## src/rtl/afifo_pkg.sv

```systemverilog
// Shared defaults and pointer-width helper for the afifo block.
package afifo_pkg;

  localparam int unsigned AFIFO_DATA_WIDTH_DEF = 32;
  localparam int unsigned AFIFO_DEPTH_DEF      = 8;

  // Pointers carry one extra wrap bit above the storage address.
  function automatic int unsigned afifo_ptr_width(input int unsigned depth);
    return $clog2(depth) + 1;
  endfunction

endpackage

```

## src/rtl/afifo_mem.sv

```systemverilog
// Simple dual-port register array: synchronous write, registered read with enable.
module afifo_mem
  import afifo_pkg::*;
#(
  parameter int unsigned DATA_WIDTH   = AFIFO_DATA_WIDTH_DEF,
  parameter int unsigned AFIFO_DEEPTH = AFIFO_DEPTH_DEF,
  localparam int unsigned ADDR_W      = $clog2(AFIFO_DEEPTH)
) (
  input  logic                  clk,
  input  logic                  rst,
  input  logic                  we,
  input  logic [ADDR_W-1:0]     waddr,
  input  logic [DATA_WIDTH-1:0] wdata,
  input  logic                  re,
  input  logic [ADDR_W-1:0]     raddr,
  output logic [DATA_WIDTH-1:0] rdata
);

  logic [DATA_WIDTH-1:0] mem_q [AFIFO_DEEPTH];
  logic [DATA_WIDTH-1:0] rdata_q;

  // Storage is deliberately left out of reset.
  always_ff @(posedge clk) begin
    if (we) begin
      mem_q[waddr] <= wdata;
    end
  end

  always_ff @(posedge clk) begin
    if (rst) begin
      rdata_q <= '0;
    end else if (re) begin
      rdata_q <= mem_q[raddr];
    end
  end

  assign rdata = rdata_q;

endmodule

```

## src/rtl/afifo.sv

```systemverilog
// Single-clock FIFO with AFIFO-style wr_/rd_ naming.
// Optional sticky overflow/underflow flags enabled by defining AFIFO_ERR_FLAGS_EN.
module afifo
  import afifo_pkg::*;
#(
  parameter int unsigned DATA_WIDTH   = AFIFO_DATA_WIDTH_DEF,
  parameter int unsigned AFIFO_DEEPTH = AFIFO_DEPTH_DEF
) (
  input  logic                  clk,
  input  logic                  rst,
  input  logic                  wr_en,
  input  logic [DATA_WIDTH-1:0] wdata,
  input  logic                  rd_en,
  output logic [DATA_WIDTH-1:0] rdata,
  output logic                  wr_full,
  output logic                  rd_empty
`ifdef AFIFO_ERR_FLAGS_EN
  ,
  output logic                  wr_ovf,
  output logic                  rd_udf
`endif
);

  localparam int unsigned PTR_W  = afifo_ptr_width(AFIFO_DEEPTH);
  localparam int unsigned ADDR_W = PTR_W - 1;
  localparam logic [PTR_W-1:0] PtrOne = PTR_W'(1);

  logic [PTR_W-1:0] wptr_q, wptr_d;
  logic [PTR_W-1:0] rptr_q, rptr_d;
  logic             wr_accept, rd_accept;

  // Same address with opposite wrap bits means the writer is a full lap ahead.
  assign rd_empty = (wptr_q == rptr_q);
  assign wr_full  = (wptr_q[ADDR_W] != rptr_q[ADDR_W]) &&
                    (wptr_q[ADDR_W-1:0] == rptr_q[ADDR_W-1:0]);

  assign wr_accept = wr_en && !wr_full;
  assign rd_accept = rd_en && !rd_empty;

  always_comb begin
    wptr_d = wptr_q;
    rptr_d = rptr_q;
    if (wr_accept) begin
      wptr_d = wptr_q + PtrOne;
    end
    if (rd_accept) begin
      rptr_d = rptr_q + PtrOne;
    end
  end

  always_ff @(posedge clk) begin
    if (rst) begin
      wptr_q <= '0;
      rptr_q <= '0;
    end else begin
      wptr_q <= wptr_d;
      rptr_q <= rptr_d;
    end
  end

  afifo_mem #(
    .DATA_WIDTH  (DATA_WIDTH),
    .AFIFO_DEEPTH(AFIFO_DEEPTH)
  ) u_mem (
    .clk  (clk),
    .rst  (rst),
    .we   (wr_accept),
    .waddr(wptr_q[ADDR_W-1:0]),
    .wdata(wdata),
    .re   (rd_accept),
    .raddr(rptr_q[ADDR_W-1:0]),
    .rdata(rdata)
  );

`ifdef AFIFO_ERR_FLAGS_EN
  logic wr_ovf_q, rd_udf_q;

  always_ff @(posedge clk) begin
    if (rst) begin
      wr_ovf_q <= 1'b0;
      rd_udf_q <= 1'b0;
    end else begin
      if (wr_en && wr_full) begin
        wr_ovf_q <= 1'b1;
      end
      if (rd_en && rd_empty) begin
        rd_udf_q <= 1'b1;
      end
    end
  end

  assign wr_ovf = wr_ovf_q;
  assign rd_udf = rd_udf_q;
`endif

endmodule

```

## config.mk

```make
export PLATFORM = sky130hd
export DESIGN_NAME = afifo
export DESIGN_NICKNAME = d
export VERILOG_FILES = /design/src/rtl/afifo_pkg.sv /design/src/rtl/afifo_mem.sv /design/src/rtl/afifo.sv
export SDC_FILE = /design/constraint.sdc
export NUM_CORES = 1
export LEC_CHECK = 0
export ABC_AREA = 0
export CAP_MARGIN = 20
export CORE_ASPECT_RATIO = 2
export CORE_MARGIN = 5
export CORE_UTILIZATION = 42
export CTS_BUF_LIST = sky130_fd_sc_hd__clkbuf_4
export CTS_CLUSTER_DIAMETER = 60
export DETAILED_ROUTE_END_ITERATION = 6
export SYNTH_ARGS = -nofsm -noshare
export SYNTH_HDL_FRONTEND = slang
export SYNTH_HIERARCHICAL = 1
export SYNTH_SLANG_ARGS = --single-unit
export TNS_END_PERCENT = 100
```

## constraint.sdc

```tcl
create_clock -name clk -period 11.74 [get_ports clk]
set_clock_uncertainty 0.2 [all_clocks]
set_input_delay 2.348 -clock clk [delete_from_list [all_inputs] [get_ports clk]]
set_output_delay 2.348 -clock clk [all_outputs]
set_load 0.01 [all_outputs]
```

## Word level (Yosys, flattened, before mapping)

Memory sizes are Yosys's and may differ from the RTL's. A register that Yosys moved wholly into a read port is not among the register bits.
Index checks and enable logic that the tools add are counted.

- Add/subtract/negate cells: 2
- $mul: 0
- Div/mod/pow operators: 0
- Magnitude comparators: 0
- Equality and inequality tests: 3
- Shift operators: 0
- Muxes and demuxes: 2
- Bitwise gates (word level): 0
- Reduce and logical (&&, ||, !) cells: 5

Operators with widths:

| operator | number |
|---|---|
| $add A4 B1 Y4 const B | 2 |
| $eq A4 B4 Y1 | 1 |
| $eq A3 B3 Y1 | 1 |
| $logic_and A1 B1 Y1 | 3 |
| $logic_not A1 Y1 | 2 |
| $mux W1 | 2 |
| $ne A1 B1 Y1 | 1 |

- Bits in registers: 8
- Bits in latches: 0
- Bits in writable memories: 256
- ROM bits: 0
- Input port bits: 36
- Logic and storage cells: 15
- Memories: 1

Memories:

| name | depth | width | read ports | clocked after memory_dff | write ports | RTL line | RTL |
|---|---|---|---|---|---|---|---|
| u_mem.mem_q | 8 | 32 | 1 | 1 | 1 | afifo_mem.sv:19 | `logic [DATA_WIDTH-1:0] mem_q [AFIFO_DEEPTH];` |

## Depth between registers and ports, before layout

- Depth after elaboration: 6
- Mapped depth: 7

## Hierarchy

The synthesis kept the hierarchy.

Modules (own cells, without submodules):

| module | instances | cells an instance | area an instance (um^2) | seq. area each (um^2) |
|---|---|---|---|---|
| afifo_mem | 1 | 598 | 10958.0 | 8328.0 |
| afifo | 1 | 63 | 613.1 | 160.2 |

## Least setup slack after synthesis

Ideal clock, no wire load.

- Kind: input to register
- Start: input port wr_en
- End: memory u_mem/mem_q[0][0] (netlist name) (enable)
- Library setup time: 0.461 ns
- Data arrival time: 4.986 ns
- Data required time: 11.079 ns
- Setup slack: 6.093 ns
- Stages on the path: 4
- Cells stage by stage: inv_1 > a41oi_2 > nand2b_1 > nor3_1

- Word-level cells in the longest chain between the ends: 3

RTL lines:

| what | RTL line | RTL |
|---|---|---|
| start: declaration | afifo.sv:11 | `input logic wr_en,` |
| $logic_and A1 B1 Y1 | afifo.sv:37 | `assign wr_accept = wr_en && !wr_full;` |
| named net wr_accept | afifo.sv:30 | `logic wr_accept, rd_accept;` |
| $mux W1 | afifo_mem.sv:24 | `if (we) begin` |
| $mux W1 (not written as such) | afifo_mem.sv:25 | `mem_q[waddr] <= wdata;` |
| end: declaration | afifo_mem.sv:19 |  |

The timed path passes the listed nets, and every way through them passes these cells.

## Worst setup path in the final report

- Start: register rptr_q[2]
- End: output port wr_full

- Word-level cells in the longest chain between the ends: 2

RTL lines:

| what | RTL line | RTL |
|---|---|---|
| start: declaration | afifo.sv:29 | `logic [PTR_W-1:0] rptr_q, rptr_d;` |
| start signal: assignment | afifo.sv:57 | `rptr_q <= rptr_d;` |
| $eq A3 B3 Y1 | afifo.sv:35 | `(wptr_q[ADDR_W-1:0] == rptr_q[ADDR_W-1:0]);` |
| $logic_and A1 B1 Y1 | afifo.sv:34 | `assign wr_full = (wptr_q[ADDR_W] != rptr_q[ADDR_W]) &&` |
| end: declaration | afifo.sv:15 | `output logic wr_full,` |

Every way passes these cells.

==> summary.md <==
| Metric | Value |
|---|---|
| Reg-to-reg startpoint | rptr_q[2] |
| Final wirelength | between 20000 and 25000 µm |
| Wirelength per Cell | between 20 and 25 µm |
| Net Count, Synth | 699 |
| Place WS | between 6000 and 7000 ps |
| Fmax | approximately 0.20 GHz |
| Beginning of the worst hold path | u_mem/rdata[4] |
| Hold WS | approximately 290 ps |
| Worst-Margin Slew | about 1100 ps |
| Width of the die | ~130 µm |
| FF-to-FF path depth | 4 |
| Part of the Yosys area used for sequential elements | between 70 and 80% |
| Die Area | just over 0.03 mm² |
| Setup Buffers After CTS | 0 |
| Final hold vios | 0 |
| Final nets | ~800 |
| Die Height | about 240 µm |
| # IOs | 70 |
| Max-slew violation count | 0 |
| Core area | 0.0274 mm² |
| Pwr dens | 169 mW/mm² |
| GRT Residual Overflow | 0 |
| Reg-to-Reg End | u_mem/mem_q[7][11] |
| Placed Cells | around 1.1k |
| Hold endpoint | u_mem/rdata[4] |
| Antenna violations before repair | 1 |
| Setup WS post-layout | 6690 ps |
| Startpoint Class | flip-flop |
| Final HPWL DP | 14300 µm |
| Number of synthesized flops with an enable pin | 256 |
| DRT Pass-1 Iters | 4 |
| Most frequent cells in the layout | edfxtp_1 (256), clkbuf_4 (81), clkdlybuf4s50_1 (68), mux2i_1 (67), mux2_2 (67) |
| Peak supply drop | ~80 µV |
| DR vias | about 6k |
| Starting DRC count in detailed routing | 298 |
| Largest net degree at the start of global routing | 58 |
| H-tree Lvls | 2 |
| First-pass GRT wire length | about 37000 µm |
| Main synth FF type | edfxtp_1 |
| Yosys reg bits | a little under 300 |
| Post-CTS Hold Buffers | 0 |
| Rows | 86 |
| Starting density of the core | 42.2% |
| Post-Syn Area per Cell | around 18 µm² |
| Hold Path Class | flip-flop to flip-flop |
| CTS root buf | clkbuf_4 |
| Remaining DRCs | 0 |
| Synthesized cell area | approximately 0.012 mm² |
| Post-Synthesis Cells | around 660 |
| Setup Viol. Count Final | 0 |
| Syn. warnings | 6 |
| Non-Filler Instances | about 1.2k |
| Commonest non-fill, non-tap cell in the layout | edfxtp_1 |
| CTS Buf Count | 61 |
| Status | finished clean |
| WP data arrival | between 2000 and 3000 ps |
| Area delta synth->final | 15.5% |
| Pleak | 4.27 nW |
| GR Util All Layers | around 16% |
| Setup slack on the worst flop-to-flop path | between 8000 and 9000 ps |
| Clock slew at reported path FFs | about 80 ps |
| Number of distinct library cells after synthesis | 36 |
| Slew headroom | between 20% and 30% |
| CP Capture Type | output pin |
| DRT antenna net count | 0 |
| Clock Sinks | 296 |
| Max Root-Sink Buffers | 3 |
| Vias in the first global route | around 6.7k |
| CP required | approximately 9200 ps |
| Vias/cell | around 5.3 |
| Global placer's final weighted congestion | roughly 0.75 |
| Minimum clock period after layout | a little over 5000 ps |
| Largest fanout on the critical path | 8 |
| Setup_tns | 0 ps |
| Clock Latency Late Sink | around 670 ps |
| Port buffer count | slightly below 70 |
| # Max-Cap Violations | 0 |
| Async set-reset flop share out of synthesis | 0% |
| TritonCTS clock tree | yes |
| Share of cells above drive strength 1 | 25.2% |
| Post-CTS Resized | 0 |
| RSZ-0062 raised after global routing | false |
| WHS Path Cells | 2 |
| Worst Setup Path Type | flip-flop to output pin |
| Period utilisation layout | 43.0% |
| Final Util | 48.7% |
-- Yosys cell counts (6+ instances only) --
cell type | count | area (µm²)
a211oi_1 | 14 | 105
a211oi_2 | 18 | 225
a221o_1 | 18 | 180
a22oi_1 | 14 | 105
buf_6 | 6 | 67.6
clkbuf_1 | 22 | 82.6
dfxtp_1 | 40 | 801
edfxtp_1 | 256 | 7690
mux2_2 | 67 | 754
mux2i_1 | 67 | 671
nand2_1 | 6 | 22.5
nand2b_1 | 8 | 50.1
nor2_1 | 45 | 169
nor2b_1 | 7 | 43.8
o221ai_1 | 14 | 123
o22ai_1 | 18 | 113
-- metrics by stage --
step	total power, mW	area [µm²]
3_3_place_gp	1.60	12600
6_report	2.26	13400
2_1_floorplan	1.48	11600
4_1_cts	2.30	13400
3_5_place_dp	1.61	12700
5_1_grt	2.38	13400
-- area by class of cell --
type	instances	area, µm²
Antenna cell	1	2.50
Clock buffer	81	608
Clock inverter	26	98.8
Fill cell	2324	14100
Inverter	2	7.51
Multi-Input combinational cell	322	2920
Sequential cell	296	8490
Tap cell	352	440
Timing Repair Buffer	80	793
-- cells by family after synthesis --
logic type	share of synthesized area, %
DFF	73.4
muxes	12.6
AOI/OAI and AO/OA	8.02
and+or+nand+nor	2.98
buffers and inverters	2.14
xor gates and xnor gates	0.703
adders and majority gates	0.216
-- sequential cells by signal (all words and copies together), names as in the netlist --
name / count
u_mem/mem_q: 256
u_mem/rdata: 32
rptr_q: 4
wptr_q: 4
-- per-layer routing --
layer  vias to the layer above  track usage [%]  share of wire (%)
li1                       2871                -                  -
met1                      3123             16.8                 37
met2                       133             29.6                 57
met3                        44             2.55                3.1
met4                         0             6.66                2.8
met5                         -                0                  0
-- worst max-delay path: stages, from the launching register on --
cell and delay, ps:
dfxtp_1 450, xnor2_2 450, nand3_1 230, nor2_1 150
clkdlybuf4s50_1 550
-- worst max path at each step --
stage,start,end,cells past startpoint
CTS,rptr_q[2],wr_full,4
detailed placement,wr_en,u_mem/mem_q[7][5],5
finish,rptr_q[2],wr_full,4
global route,rptr_q[2],rd_empty,4
floorplan,wr_en,u_mem/mem_q[0][0],4
global placement,wr_en,u_mem/mem_q[1][23],5
-- report_power, final --
group          internal, mW  total, mW  switching [mW]
clock network         0.320      0.684           0.363
logic                 0.172      0.359           0.187
registers              1.19       1.22          0.0281
No activity file was read; power rests on OpenSTA's default activity.
